**config.mk**
```make
export PLATFORM = sky130hd
export DESIGN_NAME = dm_load_store_master
export DESIGN_NICKNAME = d
export VERILOG_FILES = /design/src/rtl/dm_pkg.sv /design/src/rtl/dm_lane_align.sv /design/src/rtl/dm_load_store_master.sv
export SDC_FILE = /design/constraint.sdc
export NUM_CORES = 1
export LEC_CHECK = 0
export ABC_AREA = 0
export BUFFER_PORTS_ARGS = -buffer_cell sky130_fd_sc_hd__buf_2
export CAP_MARGIN = 10
export CORE_AREA = 2 2 129 131
export CTS_CLUSTER_DIAMETER = 30
export DETAILED_ROUTE_END_ITERATION = 8
export DIE_AREA = 0 0 131 133
export PLACE_DENSITY = 0.8
export SYNTH_ARGS = -nofsm -noshare
export SYNTH_HDL_FRONTEND = slang
export SYNTH_HIERARCHICAL = 1
export SYNTH_SLANG_ARGS = --single-unit
```
**constraint.sdc**
```tcl
create_clock -name CLK -period 4.5 [get_ports CLK]
set_input_delay 0.45 -clock CLK [delete_from_list [all_inputs] [get_ports CLK]]
set_output_delay 0.45 -clock CLK [all_outputs]
set_load 0.01 [all_outputs]
```
**src/rtl/dm_pkg.sv**
```systemverilog
// Shared encodings for the data-memory load/store master: access sizes,
// FSM states and the byte-enable helper used by the lane aligner.
package dm_pkg;

    localparam logic [1:0] SIZE_WORD = 2'b00;
    localparam logic [1:0] SIZE_BYTE = 2'b01;
    localparam logic [1:0] SIZE_HALF = 2'b10;

    typedef enum logic [1:0] {
        ST_IDLE  = 2'd0,
        ST_ISSUE = 2'd1,
        ST_WAIT  = 2'd2,
        ST_RESP  = 2'd3
    } dm_state_e;

    // Size encoding 2'b11 is treated as a word access, like 2'b00.
    function automatic logic [3:0] be_for(input logic [1:0] size, input logic [1:0] lo);
        logic [3:0] be;
        case (size)
            SIZE_BYTE: be = 4'b0001 << lo;
            SIZE_HALF: be = lo[1] ? 4'b1100 : 4'b0011;
            default:   be = 4'b1111;
        endcase
        return be;
    endfunction

endpackage

```
**src/rtl/dm_lane_align.sv**
```systemverilog
// Combinational lane steering: store-side replication and byte enables,
// load-side lane extraction with sign or zero extension.
module dm_lane_align
    import dm_pkg::*;
(
    input  logic [1:0]  size_i,
    input  logic        signed_i,
    input  logic [1:0]  lo_i,
    input  logic [31:0] st_data_i,
    input  logic [31:0] ld_word_i,
    output logic [3:0]  st_be_o,
    output logic [31:0] st_data_o,
    output logic [31:0] ld_data_o
);

    logic [7:0]  byte_sel;
    logic [15:0] half_sel;

    always_comb begin
        st_be_o = be_for(size_i, lo_i);

        case (size_i)
            SIZE_BYTE: st_data_o = {4{st_data_i[7:0]}};
            SIZE_HALF: st_data_o = {2{st_data_i[15:0]}};
            default:   st_data_o = st_data_i;
        endcase

        case (lo_i)
            2'd0:    byte_sel = ld_word_i[7:0];
            2'd1:    byte_sel = ld_word_i[15:8];
            2'd2:    byte_sel = ld_word_i[23:16];
            default: byte_sel = ld_word_i[31:24];
        endcase
        half_sel = lo_i[1] ? ld_word_i[31:16] : ld_word_i[15:0];

        case (size_i)
            SIZE_BYTE: ld_data_o = signed_i ? {{24{byte_sel[7]}}, byte_sel} : {24'd0, byte_sel};
            SIZE_HALF: ld_data_o = signed_i ? {{16{half_sel[15]}}, half_sel} : {16'd0, half_sel};
            default:   ld_data_o = ld_word_i;
        endcase
    end

endmodule

```
**src/rtl/dm_load_store_master.sv**
```systemverilog
// MEM-stage initiator for the data-memory bus: one outstanding load/store,
// alignment/range check, bus handshake with a WAIT timeout, extended load data.
module dm_load_store_master
    import dm_pkg::*;
#(
    parameter int DM_WORDS    = 3072,
    parameter int TIMEOUT_CYC = 64
) (
    input  logic        CLK,
    input  logic        RESET,
    // Request side: a request is taken on the edge where req_valid_i && req_ready_o.
    input  logic        req_valid_i,
    output logic        req_ready_o,
    input  logic        req_we_i,
    input  logic [1:0]  req_size_i,
    input  logic        req_signed_i,
    input  logic [31:0] req_addr_i,
    input  logic [31:0] req_wdata_i,
    input  logic [31:0] req_pc_i,
    output logic        rsp_valid_o,
    output logic        rsp_err_o,
    output logic [31:0] rsp_rdata_o,
    output logic [31:0] rsp_pc_o,
    // Bus side: bus_req_o holds until the edge where bus_gnt_i is high.
    output logic        bus_req_o,
    output logic        bus_we_o,
    output logic [31:0] bus_addr_o,
    output logic [3:0]  bus_be_o,
    output logic [31:0] bus_wdata_o,
    input  logic        bus_gnt_i,
    input  logic        bus_rvalid_i,
    input  logic [31:0] bus_rdata_i,
    output logic [1:0]  dbg_state_o
);

    localparam logic [29:0] DM_WORDS_W = 30'(DM_WORDS);
    localparam logic [7:0]  TMO_LAST   = 8'(TIMEOUT_CYC - 1);

    dm_state_e   state_q;
    logic        req_ready_q;
    logic        we_q;
    logic [1:0]  size_q;
    logic        signed_q;
    logic [1:0]  lo_q;
    logic [31:0] pc_q;
    logic [7:0]  cnt_q;
    logic        rsp_valid_q;
    logic        rsp_err_q;
    logic [31:0] rsp_rdata_q;
    logic [31:0] rsp_pc_q;
    logic        bus_req_q;
    logic        bus_we_q;
    logic [31:0] bus_addr_q;
    logic [3:0]  bus_be_q;
    logic [31:0] bus_wdata_q;

    logic        in_idle;
    logic        accept;
    logic [1:0]  sel_size;
    logic        sel_signed;
    logic [1:0]  sel_lo;
    logic        misaligned;
    logic        out_of_range;
    logic        bad_req;
    logic [3:0]  st_be;
    logic [31:0] st_data;
    logic [31:0] ld_data;

    assign in_idle = (state_q == ST_IDLE);
    assign accept  = req_valid_i && req_ready_q;

    // In IDLE the aligner looks at the live request so bus fields can be
    // registered on the accept edge; afterwards it works from the latches.
    assign sel_size   = in_idle ? req_size_i   : size_q;
    assign sel_signed = in_idle ? req_signed_i : signed_q;
    assign sel_lo     = in_idle ? req_addr_i[1:0] : lo_q;

    always_comb begin
        misaligned = 1'b0;
        case (req_size_i)
            SIZE_BYTE: misaligned = 1'b0;
            SIZE_HALF: misaligned = req_addr_i[0];
            default:   misaligned = (req_addr_i[1:0] != 2'b00);
        endcase
        out_of_range = (req_addr_i[31:2] >= DM_WORDS_W);
        bad_req      = misaligned || out_of_range;
    end

    dm_lane_align u_align (
        .size_i    (sel_size),
        .signed_i  (sel_signed),
        .lo_i      (sel_lo),
        .st_data_i (req_wdata_i),
        .ld_word_i (bus_rdata_i),
        .st_be_o   (st_be),
        .st_data_o (st_data),
        .ld_data_o (ld_data)
    );

    always_ff @(posedge CLK) begin
        if (RESET) begin
            state_q     <= ST_IDLE;
            req_ready_q <= 1'b1;
            we_q        <= 1'b0;
            size_q      <= 2'd0;
            signed_q    <= 1'b0;
            lo_q        <= 2'd0;
            pc_q        <= 32'd0;
            cnt_q       <= 8'd0;
            rsp_valid_q <= 1'b0;
            rsp_err_q   <= 1'b0;
            rsp_rdata_q <= 32'd0;
            rsp_pc_q    <= 32'd0;
            bus_req_q   <= 1'b0;
            bus_we_q    <= 1'b0;
            bus_addr_q  <= 32'd0;
            bus_be_q    <= 4'd0;
            bus_wdata_q <= 32'd0;
        end else begin
            rsp_valid_q <= 1'b0;
            case (state_q)
                ST_IDLE: begin
                    if (accept) begin
                        we_q        <= req_we_i;
                        size_q      <= req_size_i;
                        signed_q    <= req_signed_i;
                        lo_q        <= req_addr_i[1:0];
                        pc_q        <= req_pc_i;
                        req_ready_q <= 1'b0;
                        if (bad_req) begin
                            state_q     <= ST_RESP;
                            rsp_valid_q <= 1'b1;
                            rsp_err_q   <= 1'b1;
                            rsp_rdata_q <= 32'd0;
                            rsp_pc_q    <= req_pc_i;
                        end else begin
                            state_q     <= ST_ISSUE;
                            bus_req_q   <= 1'b1;
                            bus_we_q    <= req_we_i;
                            bus_addr_q  <= {req_addr_i[31:2], 2'b00};
                            bus_be_q    <= req_we_i ? st_be : 4'b1111;
                            bus_wdata_q <= st_data;
                        end
                    end
                end
                ST_ISSUE: begin
                    if (bus_gnt_i) begin
                        bus_req_q <= 1'b0;
                        cnt_q     <= 8'd0;
                        state_q   <= ST_WAIT;
                    end
                end
                ST_WAIT: begin
                    // A completion arriving in the timeout cycle still counts.
                    if (bus_rvalid_i) begin
                        state_q     <= ST_RESP;
                        rsp_valid_q <= 1'b1;
                        rsp_err_q   <= 1'b0;
                        rsp_rdata_q <= we_q ? 32'd0 : ld_data;
                        rsp_pc_q    <= pc_q;
                    end else if (cnt_q == TMO_LAST) begin
                        state_q     <= ST_RESP;
                        rsp_valid_q <= 1'b1;
                        rsp_err_q   <= 1'b1;
                        rsp_rdata_q <= 32'd0;
                        rsp_pc_q    <= pc_q;
                    end else begin
                        cnt_q <= cnt_q + 8'd1;
                    end
                end
                ST_RESP: begin
                    state_q     <= ST_IDLE;
                    req_ready_q <= 1'b1;
                end
                default: begin
                    state_q     <= ST_IDLE;
                    req_ready_q <= 1'b1;
                end
            endcase
        end
    end

    assign req_ready_o = req_ready_q;
    assign rsp_valid_o = rsp_valid_q;
    assign rsp_err_o   = rsp_err_q;
    assign rsp_rdata_o = rsp_rdata_q;
    assign rsp_pc_o    = rsp_pc_q;
    assign bus_req_o   = bus_req_q;
    assign bus_we_o    = bus_we_q;
    assign bus_addr_o  = bus_addr_q;
    assign bus_be_o    = bus_be_q;
    assign bus_wdata_o = bus_wdata_q;
    assign dbg_state_o = state_q;

endmodule

```
---- Word level (Yosys, flattened, before mapping) ----
Cells that the tools add are included.
W data, S select, Z words.
operators by class
  muxes and demuxes ....................... 50
  shift-type cells ........................ 1
  equality and inequality tests ........... 17
  bitwise operators ....................... 1
  reduce and logical (&&, ||, !) cells .... 16
  add/sub/neg operators ................... 1
  order comparisons ....................... 1
operators with widths
  cell                    number
  $mux W32                11
  $pmux W32 S2            4
  $ge A30 B12 Y1 const B  1
  $mux W8                 3
  $pmux W8 S3             1
  $mux W16                1
  $pmux W8 S2             1
  $mux W2                 7
  $mux W1                 13
  $reduce_and A4 Y1       3
  $eq A2 B2 Y1 const B    5
  $pmux W1 S2             5
  $reduce_bool A2 Y1      5
  $add A8 B1 Y8 const B   1
  $eq A2 B1 Y1 const B    4
  $eq A8 B6 Y1 const B    1
  $mux W4                 2
  $ne A2 B2 Y1 const B    4
  $pmux W2 S4             1
  $pmux W4 S2             1
  $reduce_and A3 Y1       2
  $logic_not A2 Y1        2
  $ne A2 B1 Y1 const B    2
  $reduce_and A2 Y1       2
  5 further kinds         5
storage, ports and cells
  logic and storage cells ................. 104
  output and inout bits ................... 139
  flip-flop bits (word level) ............. 183
  bits of input ports ..................... 137

---- Logic depth before layout (Yosys ltp) ----
  depth after elaboration ................. 9
  gate-level depth with buffers ........... 13
  depth with buffers taken out ............ 10

---- By module ----
Netlist, hierarchy kept.
modules (own cells, without submodules)
  module                times used  area an instance (um2)  cells each  seq. area each (um2)
  dm_load_store_master  1           7354.6                  809         3663.5
  dm_lane_align         1           1353.8                  208         0.0

---- Worst setup path before layout ----
Ideal clock, no wire load.
  path kind ............................... register to register
  start point ............................. register state_q[0], in the netlist dbg_state_o[0]
  end point ............................... register rsp_rdata_q[10], in the netlist rsp_rdata_o[10]
  cell stages (with the launch flop) ...... 13
  clock period less this slack ............ 2.777 ns
  library setup time ...................... 0.074 ns
  data arrival time ....................... 2.702 ns
  path slack .............................. 1.723 ns
  buffers on the path ..................... 3
  data required time ...................... 4.426 ns
  path through ............................ dfxtp_1 inv_1 ha_1 clkbuf_1 mux2_2 ha_1 clkbuf_1 nor4bb_1 a32oi_2 buf_4 o211ai_1 nand2_1 o21ai_0
between the ends
  elaborated cells on any way between the ends .. 23
  those cells by class .................... eq/ne: 8; mux: 11; reduce/logical: 4
RTL lines
  element                                       RTL line                     RTL
  start, declared                               dm_load_store_master.sv:39   dm_state_e state_q;
  start signal, assigned                        dm_load_store_master.sv:102  state_q <= ST_IDLE;
  start signal, assigned                        dm_load_store_master.sv:131  state_q <= ST_RESP;
  start signal, assigned                        dm_load_store_master.sv:137  state_q <= ST_ISSUE;
  $logic_not A2 Y1 (*)                          dm_load_store_master.sv:69   assign in_idle = (state_q == ST_IDLE);
  $mux W2 (*)                                   dm_load_store_master.sv:74   assign sel_size = in_idle ? req_size_i : size_q;
  via sel_size[1]                               dm_load_store_master.sv:59   logic [1:0] sel_size;
  $eq A2 B2 Y1 or $eq A2 B1 Y1 (tied branches)  dm_lane_align.sv:36          case (size_i)
  $pmux W32 S2 (*)                              dm_lane_align.sv:36
  via ld_data[10]                               dm_load_store_master.sv:67   logic [31:0] ld_data;
  $mux W32 (*)                                  dm_load_store_master.sv:159  rsp_rdata_q <= we_q ? 32'd0 : ld_data;
  $mux W32 (*)                                  dm_load_store_master.sv:155  if (bus_rvalid_i) begin
  $pmux W32 S2 (*)                              dm_load_store_master.sv:121  case (state_q)
  end signal, assigned                          dm_load_store_master.sv:159
  end, declared                                 dm_load_store_master.sv:49   logic [31:0] rsp_rdata_q;
Mark *: on every way through the listed nets, which the timed path passes. The rest lies on a longest branch.
A chain may end at the register's enable or synchronous reset.

---- Final worst setup path ----
  start point ............................. register state_q[1], in the netlist dbg_state_o[1]
  end point ............................... register rsp_rdata_q[8], in the netlist rsp_rdata_o[8]
The elaborated chain is that of the path after synthesis.

==> key figures <==
Logic synthesis
  – Syn Area/Cell: 8.563 µm²
  – Async S/R FF share, synth: 0
  – Yosys warning count: 6
  – Yosys cell types: 60
  – Post-synthesis cell area: 8708 µm²
  – Sequential fraction of the synthesis area: 0.4207
  – Synthesized flop and latch total: around 180
  – Main synth FF type: dfxtp_1
  – Post-synthesis cell count: 1017
  – EDFF count, synth: 0

Outcome
  – Status: finished clean

Floorplanning
  – Cell Rows: 47
  – Ports: 276
  – DIE HEIGHT: 133 µm
  – Die area: 17420 µm²
  – Initial Util: 0.5385
  – Core area: between 15000 and 20000 µm²
  – Die width: about 130 µm

Power and ir drop
  – Pwr Density: 527.8 nW/µm²
  – Max IR drop VDD: approximately 0.29 mV
  – Total power draw: about 5600 µW
  – Static Leakage: 0.004548 µW

Routing
  – DRT Pass-1 Iters: 5
  – DR vias: 8013
  – Routed met3 length: 1764 µm
  – Routed wl met2: 11210 µm
  – Top Metal Used: met4
  – DRC viols: 0
  – Average via count per standard cell: 5.488
  – DRT iter0 DRCs: 624
  – Drt total wl: between 20000 and 25000 µm
  – Post-route ant nets: 0
  – Met1 wire length: 9946 µm
  – Routed len/inst: 16.01 µm

Place
  – Post-DP HPWL: 16160 µm
  – Port Buffers: approximately 270
  – Pre-CTS WS: 913.9 ps
  – Placer Congestion: 0.8818
  – Placed Cells: ~1400

STA
  – Worst Max-Slew Pin Slew: 1078 ps
  – Finish-stage setup viols: 0
  – Worst clock skew: 11.84 ps
  – PnR worst setup slack: 880.4 ps
  – Setup_tns: 0 ps
  – Tmin final: 3620 ps
  – Relative slew margins: 0.2817
  – Unrepaired setup endpoints after global routing: no
  – Slew Limit Fails: 0
  – Final Cycle Share: 0.8043
  – Peak Freq: 276.3 MHz
  – Final hold viol count: 0

Min path
  – HP Class: input port to flop

Worst setup path
  – Arr. time, crit path: 3910 ps
  – CP max stage delay: 900 ps
  – Delay-heaviest family, CP: adder cells
  – Worst path slowest cell: a32oi_2
  – CP startpoint kind: flop
  – Crit path max fanout: 29
  – CP Cell Sequence: inv_1, ha_1, mux2_2, ha_2, nor2b_1, a32oi_2, o211ai_1, nand2_1, o21ai_1
  – Worst path required time: 4790 ps
  – Crit Path Class: flop to flop
  – Buffer and inverter count on the worst path: 1
  – Critical path endpoint category: flop

GRT
  – First-pass GRT wire length: between 30000 and 40000 µm
  – Vias in the first global route: 7263
  – Initial antenna violation count: 0
  – Pin count of the biggest net entering global routing: 69
  – Total Routing Usage GR: 0.2655
  – Total gr overflow: 0

Clock network
  – Total CTS buffers: 17
  – Hold_buf cts: 0
  – CTS tree: done
  – Post-CTS Setup Bufs: 0
  – Clock transition at path regs: 70 ps
  – CTS max path bufs: 2
  – Clock Latency Late Sink: 440 ps
  – # resized after CTS: 0
  – CTS root buf: clkbuf_16
  – Clk sinks: 183
  – H-tree depth: 4

Finish
  – Share of layout cells above drive strength 1: 0.2879
  – Layout area overhead: 21.28%
  – N_diodes: 0
  – Layout Cells excl Fill: 1460
  – Commonest non-fill, non-tap cell in the layout: buf_2
  – Layout fillers: 1374
  – Total Nets Final: between 1000 and 1500
  – Most frequent cells in the layout: buf_2, dfxtp_1, nand2_1, nor2_1, o21ai_0
  – Final design utilization: 0.6531

Job
  – Max cap viols: 0
==> flip-flops by register name, indices dropped and copies added, names as in the netlist, 2 cells and up <==
register,cells
bus_wdata_o,32
pc_q,32
rsp_pc_o,32
rsp_rdata_o,32
bus_addr_o,30
cnt_q,8
bus_be_o,4
dbg_state_o,2
lo_q,2
size_q,2
==> kinds of logic (layout without fill, tap and decap cells) <==
kind of cell | Yosys count | in the layout | synth area share
simple gates | 377 | 377 | 0.2101
other cells | 1 | 2 | 0.0004306
fa+ha+maj | 8 | 8 | 0.01149
buf+inv | 143 | 365 | 0.07831
flops | 183 | 183 | 0.4207
compound gates | 239 | 239 | 0.1927
mux | 61 | 61 | 0.08132
xor+xnor | 5 | 5 | 0.005029
==> report_power, final <==
part,switching [µW],leakage [µW],internal [µW]
clock network,695,0.000283,750
logic,1350,0.00278,834
registers,108,0.00149,1840
total,2150,0.00455,3420
==> worst register-to-register path, delay by kind of cell, from the launching register on <==
kind            cells  cell delay [ps]
mux                 1              420
buf+inv             1              110
flops               1              340
compound gates      3             1170
simple gates        2              270
fa+ha+maj           2             1190
==> cells in the mapped netlist (all sizes together) (3+ instances only) <==
master  count  area, µm²
o211ai      6      45.04
clkbuf     58      217.7
nand2b     36      225.2
a21oi      47      235.2
nand4       3      25.02
a32oi       3      33.79
a221oi     32      317.8
a211oi      5      37.54
ha          8      100.1
mux2        8      90.09
nor4        4      37.53
and2       27      168.9
nor2b      10      62.56
a22o       15      131.4
buf        38      287.8
nand3      22      110.1
nand3b     33      247.7
o21ai      57      289.0
and3        3      18.77
a22oi      16      120.1
a221o       7      70.07
o22ai      33      206.5
nor3        7      40.04
a21o        4      30.03
nand2     167      629.4
a311oi      4      41.29
nor2       60      225.2
xnor2       5      43.79
dfxtp     183       3664
inv        47      176.4
mux4        7      157.7
mux2i      46      460.4
==> cell type report <==
class                   instances  area, µm²  area share
repair buffers                286       1479      0.1400
clock buffers                  18      439.2     0.04158
clock inverters                14      128.9     0.01220
multi-input cells             692       4399      0.4165
well taps                     220      275.3     0.02606
flip-flops and latches        183       3664      0.3469
inverters                      47      176.4     0.01670
==> final timing paths <==
kind             startpoint             end  slack, ps  cells after the start
max reg2reg  dbg_state_o[1]  rsp_rdata_o[8]        880                      9
max          dbg_state_o[1]  rsp_rdata_o[8]        880                      9
min           req_addr_i[9]   bus_addr_o[9]        250                      3
min reg2reg        pc_q[12]        pc_q[12]        450                      2
==> through the flow <==
step	instance area [µm²]	hold WS [ps]
after floorplan	8712	431.2
after global placement	9993	436.3
after detailed placement	9993	438.1
after CTS	10560	237.7
after global routing	10560	245.5
final	10560	248.0
==> metal layers <==
metal	up-vias	track usage
met5	-	0
met4	0	0.09634
met3	39	0.06146
met2	319	0.4306
met1	3712	0.3439
li1	3943	-
Power figures use the tool's default switching activity.
